--- config.mk ---
export PLATFORM = sky130hd
export DESIGN_NAME = eth_tx_frame_arbiter_flat
export DESIGN_NICKNAME = d
export VERILOG_FILES = /design/src/rtl/eth_tx_frame_arbiter_if.sv /design/src/rtl/eth_tx_frame_arbiter.sv /design/src/flat_wrapper.sv
export SDC_FILE = /design/constraint.sdc
export NUM_CORES = 1
export LEC_CHECK = 0
export BUFFER_PORTS_ARGS = -buffer_cell sky130_fd_sc_hd__buf_2
export CAP_MARGIN = 10
export CORE_AREA = 10 10 141 143
export DETAILED_ROUTE_END_ITERATION = 12
export DIE_AREA = 0 0 151 153
export RECOVER_POWER = 50
export SETUP_SLACK_MARGIN = 0.2
export SYNTH_ARGS = -nofsm -noshare
export SYNTH_HDL_FRONTEND = slang
export SYNTH_SLANG_ARGS = --single-unit
--- constraint.sdc ---
create_clock -name clk -period 1.7 [get_ports clk]
set_input_delay 0.085 -clock clk [delete_from_list [all_inputs] [get_ports clk]]
set_output_delay 0.085 -clock clk [all_outputs]
set_load 0.1 [all_outputs]
--- src/rtl/eth_tx_frame_arbiter_if.sv ---
// Handshake/bus bundle for eth_tx_frame_arbiter: per-requester header+payload in, shared port out.
// frame_count exists only when ETH_TX_ARB_STATS_EN is defined.
interface eth_tx_frame_arbiter_if #(
  parameter int NUM_REQ    = 2,
  parameter int DATA_WIDTH = 8
);
  localparam int GW = (NUM_REQ > 1) ? $clog2(NUM_REQ) : 1;

  logic [NUM_REQ-1:0]            req_hdr_valid;
  logic [NUM_REQ-1:0]            req_hdr_ready;
  logic [48*NUM_REQ-1:0]         req_dest_mac;
  logic [48*NUM_REQ-1:0]         req_src_mac;
  logic [16*NUM_REQ-1:0]         req_type;
  logic [DATA_WIDTH*NUM_REQ-1:0] req_tdata;
  logic [NUM_REQ-1:0]            req_tvalid;
  logic [NUM_REQ-1:0]            req_tlast;
  logic [NUM_REQ-1:0]            req_tuser;
  logic [NUM_REQ-1:0]            req_tready;

  logic                  m_eth_hdr_valid;
  logic                  m_eth_hdr_ready;
  logic [47:0]           m_eth_dest_mac;
  logic [47:0]           m_eth_src_mac;
  logic [15:0]           m_eth_type;
  logic [DATA_WIDTH-1:0] m_tdata;
  logic                  m_tvalid;
  logic                  m_tlast;
  logic                  m_tuser;
  logic                  m_tready;

  logic                  grant_valid;
  logic [GW-1:0]         grant_id;
`ifdef ETH_TX_ARB_STATS_EN
  logic [16*NUM_REQ-1:0] frame_count;
`endif

  modport master (
    input  req_hdr_valid, req_dest_mac, req_src_mac, req_type,
           req_tdata, req_tvalid, req_tlast, req_tuser,
           m_eth_hdr_ready, m_tready,
    output req_hdr_ready, req_tready,
           m_eth_hdr_valid, m_eth_dest_mac, m_eth_src_mac, m_eth_type,
           m_tdata, m_tvalid, m_tlast, m_tuser,
`ifdef ETH_TX_ARB_STATS_EN
           frame_count,
`endif
           grant_valid, grant_id
  );

  modport slave (
    output req_hdr_valid, req_dest_mac, req_src_mac, req_type,
           req_tdata, req_tvalid, req_tlast, req_tuser,
           m_eth_hdr_ready, m_tready,
    input  req_hdr_ready, req_tready,
           m_eth_hdr_valid, m_eth_dest_mac, m_eth_src_mac, m_eth_type,
           m_tdata, m_tvalid, m_tlast, m_tuser,
`ifdef ETH_TX_ARB_STATS_EN
           frame_count,
`endif
           grant_valid, grant_id
  );
endinterface

--- src/rtl/eth_tx_frame_arbiter.sv ---
// Round-robin per-frame arbiter sharing one eth header+payload port between NUM_REQ sources.
// Define ETH_TX_ARB_STATS_EN to add per-requester frame counters (bus.frame_count).
module eth_tx_frame_arbiter #(
  parameter int NUM_REQ    = 2,
  parameter int DATA_WIDTH = 8
) (
  input  logic                   clk,
  input  logic                   rst,
  eth_tx_frame_arbiter_if.master bus
);
  localparam int GW = (NUM_REQ > 1) ? $clog2(NUM_REQ) : 1;

  typedef enum logic [1:0] {IDLE, HDR, PAYLOAD} state_e;

  state_e        state_q, state_d;
  logic [GW-1:0] gnt_q, gnt_d, rr_ptr_q, rr_ptr_d, pick, idx;
  logic          found, hdr_hs, last_hs;

  logic [NUM_REQ-1:0][47:0]           dest_a, src_a;
  logic [NUM_REQ-1:0][15:0]           type_a;
  logic [NUM_REQ-1:0][DATA_WIDTH-1:0] data_a;

  assign dest_a = bus.req_dest_mac;
  assign src_a  = bus.req_src_mac;
  assign type_a = bus.req_type;
  assign data_a = bus.req_tdata;

  always_ff @(posedge clk) begin
    if (rst) begin
      state_q  <= IDLE;
      gnt_q    <= '0;
      rr_ptr_q <= '0;
    end else begin
      state_q  <= state_d;
      gnt_q    <= gnt_d;
      rr_ptr_q <= rr_ptr_d;
    end
  end

  // First requester at or after rr_ptr, wrapping.
  always_comb begin
    pick  = rr_ptr_q;
    found = 1'b0;
    idx   = '0;
    for (int k = 0; k < NUM_REQ; k++) begin
      idx = GW'((int'(rr_ptr_q) + k) % NUM_REQ);
      if (!found && bus.req_hdr_valid[idx]) begin
        found = 1'b1;
        pick  = idx;
      end
    end
  end

  assign hdr_hs  = (state_q == HDR) && bus.req_hdr_valid[gnt_q] && bus.m_eth_hdr_ready;
  assign last_hs = (state_q == PAYLOAD) && bus.req_tvalid[gnt_q] &&
                   bus.req_tlast[gnt_q] && bus.m_tready;

  always_comb begin
    state_d  = state_q;
    gnt_d    = gnt_q;
    rr_ptr_d = rr_ptr_q;
    unique case (state_q)
      IDLE: if (found) begin
        gnt_d   = pick;
        state_d = HDR;
      end
      HDR: if (hdr_hs) state_d = PAYLOAD;
      PAYLOAD: if (last_hs) begin
        rr_ptr_d = GW'((int'(gnt_q) + 1) % NUM_REQ);
        state_d  = IDLE;
      end
      default: state_d = IDLE;
    endcase
  end

  // Data fields always follow the grant mux; only valids/readies are state-gated.
  always_comb begin
    bus.m_eth_dest_mac  = dest_a[gnt_q];
    bus.m_eth_src_mac   = src_a[gnt_q];
    bus.m_eth_type      = type_a[gnt_q];
    bus.m_tdata         = data_a[gnt_q];
    bus.m_eth_hdr_valid = 1'b0;
    bus.m_tvalid        = 1'b0;
    bus.m_tlast         = 1'b0;
    bus.m_tuser         = 1'b0;
    bus.req_hdr_ready   = '0;
    bus.req_tready      = '0;
    bus.grant_valid     = (state_q != IDLE);
    bus.grant_id        = gnt_q;
    if (state_q == HDR) begin
      bus.m_eth_hdr_valid      = bus.req_hdr_valid[gnt_q];
      bus.req_hdr_ready[gnt_q] = bus.m_eth_hdr_ready;
    end
    if (state_q == PAYLOAD) begin
      bus.m_tvalid          = bus.req_tvalid[gnt_q];
      bus.m_tlast           = bus.req_tlast[gnt_q];
      bus.m_tuser           = bus.req_tuser[gnt_q];
      bus.req_tready[gnt_q] = bus.m_tready;
    end
  end

`ifdef ETH_TX_ARB_STATS_EN
  logic [NUM_REQ-1:0][15:0] cnt_q;

  always_ff @(posedge clk) begin
    if (rst)          cnt_q <= '0;
    else if (last_hs) cnt_q[gnt_q] <= cnt_q[gnt_q] + 16'd1;
  end

  assign bus.frame_count = cnt_q;
`endif
endmodule

--- src/flat_wrapper.sv ---
// flat-port wrapper written by rule: the top's interface ports become plain ports
module eth_tx_frame_arbiter_flat 
#(
  parameter int NUM_REQ    = 2,
  parameter int DATA_WIDTH = 8
)
  (clk, rst, bus_req_hdr_valid, bus_req_dest_mac, bus_req_src_mac, bus_req_type, bus_req_tdata, bus_req_tvalid, bus_req_tlast, bus_req_tuser, bus_m_eth_hdr_ready, bus_m_tready, bus_req_hdr_ready, bus_req_tready, bus_m_eth_hdr_valid, bus_m_eth_dest_mac, bus_m_eth_src_mac, bus_m_eth_type, bus_m_tdata, bus_m_tvalid, bus_m_tlast, bus_m_tuser, bus_grant_valid, bus_grant_id);
  eth_tx_frame_arbiter_if #(.NUM_REQ(NUM_REQ), .DATA_WIDTH(DATA_WIDTH)) bus_i ();
  input  logic clk;
  input  logic rst;
  input wire logic [$bits(bus_i.req_hdr_valid)-1:0] bus_req_hdr_valid;
  input wire logic [$bits(bus_i.req_dest_mac)-1:0] bus_req_dest_mac;
  input wire logic [$bits(bus_i.req_src_mac)-1:0] bus_req_src_mac;
  input wire logic [$bits(bus_i.req_type)-1:0] bus_req_type;
  input wire logic [$bits(bus_i.req_tdata)-1:0] bus_req_tdata;
  input wire logic [$bits(bus_i.req_tvalid)-1:0] bus_req_tvalid;
  input wire logic [$bits(bus_i.req_tlast)-1:0] bus_req_tlast;
  input wire logic [$bits(bus_i.req_tuser)-1:0] bus_req_tuser;
  input wire logic [$bits(bus_i.m_eth_hdr_ready)-1:0] bus_m_eth_hdr_ready;
  input wire logic [$bits(bus_i.m_tready)-1:0] bus_m_tready;
  output wire logic [$bits(bus_i.req_hdr_ready)-1:0] bus_req_hdr_ready;
  output wire logic [$bits(bus_i.req_tready)-1:0] bus_req_tready;
  output wire logic [$bits(bus_i.m_eth_hdr_valid)-1:0] bus_m_eth_hdr_valid;
  output wire logic [$bits(bus_i.m_eth_dest_mac)-1:0] bus_m_eth_dest_mac;
  output wire logic [$bits(bus_i.m_eth_src_mac)-1:0] bus_m_eth_src_mac;
  output wire logic [$bits(bus_i.m_eth_type)-1:0] bus_m_eth_type;
  output wire logic [$bits(bus_i.m_tdata)-1:0] bus_m_tdata;
  output wire logic [$bits(bus_i.m_tvalid)-1:0] bus_m_tvalid;
  output wire logic [$bits(bus_i.m_tlast)-1:0] bus_m_tlast;
  output wire logic [$bits(bus_i.m_tuser)-1:0] bus_m_tuser;
  output wire logic [$bits(bus_i.grant_valid)-1:0] bus_grant_valid;
  output wire logic [$bits(bus_i.grant_id)-1:0] bus_grant_id;
  assign bus_i.req_hdr_valid = bus_req_hdr_valid;
  assign bus_i.req_dest_mac = bus_req_dest_mac;
  assign bus_i.req_src_mac = bus_req_src_mac;
  assign bus_i.req_type = bus_req_type;
  assign bus_i.req_tdata = bus_req_tdata;
  assign bus_i.req_tvalid = bus_req_tvalid;
  assign bus_i.req_tlast = bus_req_tlast;
  assign bus_i.req_tuser = bus_req_tuser;
  assign bus_i.m_eth_hdr_ready = bus_m_eth_hdr_ready;
  assign bus_i.m_tready = bus_m_tready;
  assign bus_req_hdr_ready = bus_i.req_hdr_ready;
  assign bus_req_tready = bus_i.req_tready;
  assign bus_m_eth_hdr_valid = bus_i.m_eth_hdr_valid;
  assign bus_m_eth_dest_mac = bus_i.m_eth_dest_mac;
  assign bus_m_eth_src_mac = bus_i.m_eth_src_mac;
  assign bus_m_eth_type = bus_i.m_eth_type;
  assign bus_m_tdata = bus_i.m_tdata;
  assign bus_m_tvalid = bus_i.m_tvalid;
  assign bus_m_tlast = bus_i.m_tlast;
  assign bus_m_tuser = bus_i.m_tuser;
  assign bus_grant_valid = bus_i.grant_valid;
  assign bus_grant_id = bus_i.grant_id;
  eth_tx_frame_arbiter #(.NUM_REQ(NUM_REQ), .DATA_WIDTH(DATA_WIDTH)) u_core (.clk(clk), .rst(rst), .bus(bus_i));
endmodule
Word-level counts from Yosys, hierarchy flattened
Index checks and enable logic that the tools add are counted.
{"block": "classes", "addsub": 2, "mul": 0, "div_mod_pow": 0, "order_cmp": 4, "eq_ne": 5, "n_shift": 0, "n_mux": 35, "bitwise_logic": 2, "reduce_logical": 13}
{"cell": "2-to-1 mux 48 bit", "count": 4}
{"cell": "2-to-1 mux 16 bit", "count": 2}
{"cell": "2-to-1 mux 1 bit", "count": 20}
{"cell": "2-to-1 mux 8 bit", "count": 2}
{"cell": "2-to-1 mux 2 bit", "count": 5}
{"cell": "logical AND 1 bit", "count": 7}
{"cell": "< comparator 1 x 2 -> 1 bit (second input constant)", "count": 3}
{"cell": "inequality test 2 x 1 -> 1 bit (second input constant)", "count": 3}
{"cell": "case mux 2 bit (3 select lines)", "count": 1}
{"cell": "bitwise AND 2 bit", "count": 2}
{"cell": "AND reduction 2 bit", "count": 2}
{"cell": "AND reduction 3 bit", "count": 1}
{"cell": "adder 1 bit (second input constant)", "count": 2}
{"cell": "equality test 2 x 1 -> 1 bit (second input constant)", "count": 1}
{"cell": "equality test 2 bit (second input constant)", "count": 1}
{"cell": "logical NOT 2 bit", "count": 1}
{"cell": "nonzero test 2 bit", "count": 1}
{"cell": "demux 1 bit (select 1 bit)", "count": 1}
{"cell": "greater-or-equal comparator 1 bit (second input constant)", "count": 1}
{"cell": "logical NOT 1 bit", "count": 1}
{"block": "word_totals", "regBits": 4, "latchBits": 0, "ramBits": 0, "rom_bits": 0, "input_bits": 252, "word_cells": 64, "memories": 0}

Logic depth before layout (Yosys ltp)
{"block": "depth", "word_depth": 8, "ltp_mapped": 5}

Worst setup path after synthesis
OpenSTA, ideal clock, no wires.
{"block": "synth_path", "kind": "register -> output", "start": "register u_core.gnt_q (netlist: u_core.bus.grant_id)", "end": "output bus_req_hdr_ready[0]", "t_arrival_ps": 4161, "t_required_ps": 1615, "setup_slack_ps": -2546, "stages_incl_launch_ff": 5, "n_path_buf": 3, "cell_sequence": "dfxtp_1 buf_6 buf_6 buf_8 nor4bb_1"}
{"block": "synth_via", "elab_chain_len": 6, "elab_cells_between_ends": 7}
{"element": "start, declared", "line_no": "eth_tx_frame_arbiter.sv:16", "text": "logic [GW-1:0] gnt_q, gnt_d, rr_ptr_q, rr_ptr_d, pick, idx;"}
{"element": "start signal, assigned", "line_no": "eth_tx_frame_arbiter.sv:35", "text": "gnt_q <= gnt_d;"}
{"element": "< comparator 1 x 2 -> 1 bit (not written as such) / greater-or-equal comparator 1 bit (equally long branches)", "line_no": "eth_tx_frame_arbiter.sv:92", "text": "bus.req_hdr_ready[gnt_q] = bus.m_eth_hdr_ready;"}
{"element": "logical AND 1 bit (not written as such)", "line_no": "eth_tx_frame_arbiter.sv:92"}
{"element": "2-to-1 mux 1 bit (not written as such)", "line_no": "eth_tx_frame_arbiter.sv:92"}
{"element": "demux 1 bit (select 1 bit) (*)"}
{"element": "bitwise AND 2 bit (no source line) (*)"}
{"element": "2-to-1 mux 2 bit (*)", "line_no": "eth_tx_frame_arbiter.sv:90", "text": "if (state_q == HDR) begin"}
{"element": "end, declared", "line_no": "flat_wrapper.sv:21", "text": "output wire logic [$bits(bus_i.req_hdr_ready)-1:0] bus_req_hdr_ready;"}
Every way passes the cells marked *; elsewhere a longest branch is shown, timed or not.

Worst setup path in the final report
{"block": "layout_path", "start": "register u_core.gnt_q (netlist: u_core.bus.grant_id)", "end": "output bus_m_eth_dest_mac[44]"}
{"block": "layout_via", "elab_chain_len": 2}
{"element": "2-to-1 mux 48 bit (not written as such) (2 in series)", "line_no": "eth_tx_frame_arbiter.sv:78", "text": "bus.m_eth_dest_mac = dest_a[gnt_q];"}
{"element": "end, declared", "line_no": "flat_wrapper.sv:24", "text": "output wire logic [$bits(bus_i.m_eth_dest_mac)-1:0] bus_m_eth_dest_mac;"}
Every way passes these cells. The select of a mux whose other input is x is not followed.

==> results.yml <==
die:
  core_sq_mm: 0.01706
  die_x_microns: 151
  ios: 382
  die-area_sq_mm: 0.02310
  fp.dieH_microns: 153
  num_rows: 48
  start_util_pct: 10.24
pwr:
  p_per_area_mw_per_mm2: 673.7
  vdd_drop_max_uv: 480.5
  power.leakage_nw: 3.341
worst_hold_path:
  holdPathEnd: "u_core.bus.grant_id$_SDFFE_PP0P_"
  min_from: "rst"
  whs_path_depth: 2
  holdCritPathClass: "in2reg"
logic_synthesis:
  synth.distinct_cells: 22
  ys_seq_area_share_pct: 4.585
  synth_top_area_cell: "mux2_2"
  yosysTopAreaCellShare_pct: 78.65
  yosysWarnings: 0
  synthesis.area_sq_mm: 0.001747
  syn-num-nets: 421
  synth_cells: 169
  synth.area.top_cells: "mux2_2, dfxtp_1, buf_2, buf_6, mux2i_1"
  avgSynthCellArea_sq_um: 10.34
  synth_seq_cells: 4
worst_setup_path:
  setup.worst_path.start_class: "register"
  rr_endpoint: "u_core.rr_ptr_q$_SDFFE_PP0P_"
  r2r-start: "u_core.bus.grant_id$_SDFFE_PP0P_"
  crit_type: "reg2out"
  required_ns: 1.62
  worstSetupEndpointType: "output port"
  arrival_ns: 1.56
  r2r_slack_ns: 0.09
  reg2reg_depth: 5
  path_max_fanout: 8
route:
  wire_per_inst_microns: 21.44
  drt_iter0_markers: 52
  dr.pass1.iters: 4
  dr_total_vias: 3106
  route.detailed.drc: 0
  wl_microns: 17280
  vias_per_cell: 3.854
  antenna_left: 0
timing:
  hold_viol: 0
  setup_viol: 0
  fin_ws_ns: 0.05995
  drv_slew: 0
  fin_hold_ws_ns: 0.09427
  skew_ns: 0.003185
  fmax_ghz: 0.6097
  worst_pin_slew_ns: 0.5760
  grt_setup_unrepaired: "true"
  min_period_over_period_pct: 96.47
  slew_headroom_pct: 61.76
  period_needed_ns: 1.640
global_routing:
  grt_overflow_total: 0
  grt_max_degree: 16
  grt_use_total_pct: 13.20
  grt_pass1_wl_microns: 23310
  antenna_found_initial: 2
  grt_pass1_vias: 3667
clock_tree:
  tritoncts: "yes"
  h-tree-depth: 1
  clk_pin_slew_ns: 0.03
  cts_buffers: 3
  insertion_delay_ns: 0.23
  max-clock-path-buffers: 2
  hold_buffers: 0
  cts_root_buf: "clkbuf_16"
  clock_sinks: 4
final_layout:
  layout_common_cells: "buf_2, mux2_4, buf_12, buf_6, buf_4"
  nets: 833
  fillers: 1667
  multi_input_area_sq_mm: 0.002061
  area_growth_pct: 274.4
  final_common_cell: "buf_2"
  seqCellArea_sq_um: 85.08
  drive_above_1_share_pct: 96.21
placed_design:
  place_congestion: 0.8287
  preCtsSetupSlack_ns: 0.2201
  portBuffers: 381
  dpl.hpwl_microns: 14900
outcome:
  status: "finished, final reports clean"
flow_run:
  maxCapViolCount: 0
state kept, by name, summed over array words and instances (netlist names):
register             cells
u_core.rr_ptr_q          1
u_core.bus.grant_id      1
u_core.state_q           2
logic make-up after synthesis:
| family | Yosys count | share of synthesized area, % |
|---|---|---|
| mux | 125 | 80.37 |
| simple gates | 18 | 6.662 |
| buf+inv | 17 | 6.661 |
| compound gates | 5 | 1.719 |
| flops | 4 | 4.585 |
worst max-delay path: stages (launching register included):
cell      delay [ns]
dfxtp_4         0.37
buf_12          0.13
buf_6           0.09
clkbuf_4        0.21
mux2_4          0.35
buf_12          0.17
per-stage QoR:
stage	power [W]	instance area [sq um]	std cells	util [%]	setup TNS [ns]
finish	0.004405	6539	806	38.34	0
global route	0.004516	6539	806	38.34	0
CTS	0.004562	6741	797	39.52	0
detailed placement	0.004009	6240	779	36.58	0
global placement	0.003981	6240	779	36.58	0
floorplan	0.002548	2218	169	-	-0.6581
power breakdown:
part           internal (W)  total [W]  switching [W]
Clock              0.000310   0.000385      0.0000744
Combinational       0.00149    0.00391        0.00242
Sequential        0.0000999   0.000109     0.00000929
Total               0.00190    0.00441        0.00250
layout make-up:
type | instances | share of cell area [%]
sequential | 4 | 1.301
tap | 225 | 4.305
antenna | 1 | 0.03827
timing repair buffer | 421 | 61.46
clock buffer | 4 | 1.206
multi-input combinational | 148 | 31.52
inverter | 3 | 0.1722
metal layers:
layer  vias to the layer above  GRT usage (%)  wire [microns]  share of wire, %
li1                       1473              -               -                 -
met1                      1405          12.33            5632                33
met2                       214          25.64            9374                54
met3                        12          5.403            2109                12
met4                         2          2.980             152              0.88
met5                         -              0              12             0.069
cell usage after synthesis:
cell / n
a21oi_1: 2
and3_1: 2
and3b_1: 1
and4b_1: 1
buf_2: 9
buf_6: 4
buf_8: 1
dfxtp_1: 4
inv_1: 3
mux2_2: 122
mux2i_1: 3
nand2b_1: 1
nand4b_1: 1
nor2_1: 5
nor2b_1: 2
nor3_1: 2
nor4_1: 1
nor4_2: 1
nor4bb_1: 1
o211ai_1: 1
o21ai_0: 1
o31ai_1: 1
how the worst max path moves through the flow:
| stage | from | end | slack (ns) |
|---|---|---|---|
| after floorplan | u_core.bus.grant_id$_SDFFE_PP0P_ | bus_req_hdr_ready[0] | -0.38 |
| after global placement | u_core.bus.grant_id$_SDFFE_PP0P_ | u_core.rr_ptr_q$_SDFFE_PP0P_ | 0.24 |
| after detailed placement | u_core.bus.grant_id$_SDFFE_PP0P_ | u_core.rr_ptr_q$_SDFFE_PP0P_ | 0.22 |
| after CTS | u_core.bus.grant_id$_SDFFE_PP0P_ | bus_m_eth_dest_mac[28] | 0.06 |
| after global routing | u_core.bus.grant_id$_SDFFE_PP0P_ | bus_m_eth_dest_mac[44] | 0.03 |
| final | u_core.bus.grant_id$_SDFFE_PP0P_ | bus_m_eth_dest_mac[44] | 0.06 |
repair_timing:
action	4_1_cts	5_1_grt
gates cloned	6	4
hold endpoints to repair	0	0
resized for setup	56	33
endpoints found under the setup margin	112	125
buffers inserted	8	4
pin swaps	1	0
Power figures use the tool's default switching activity.
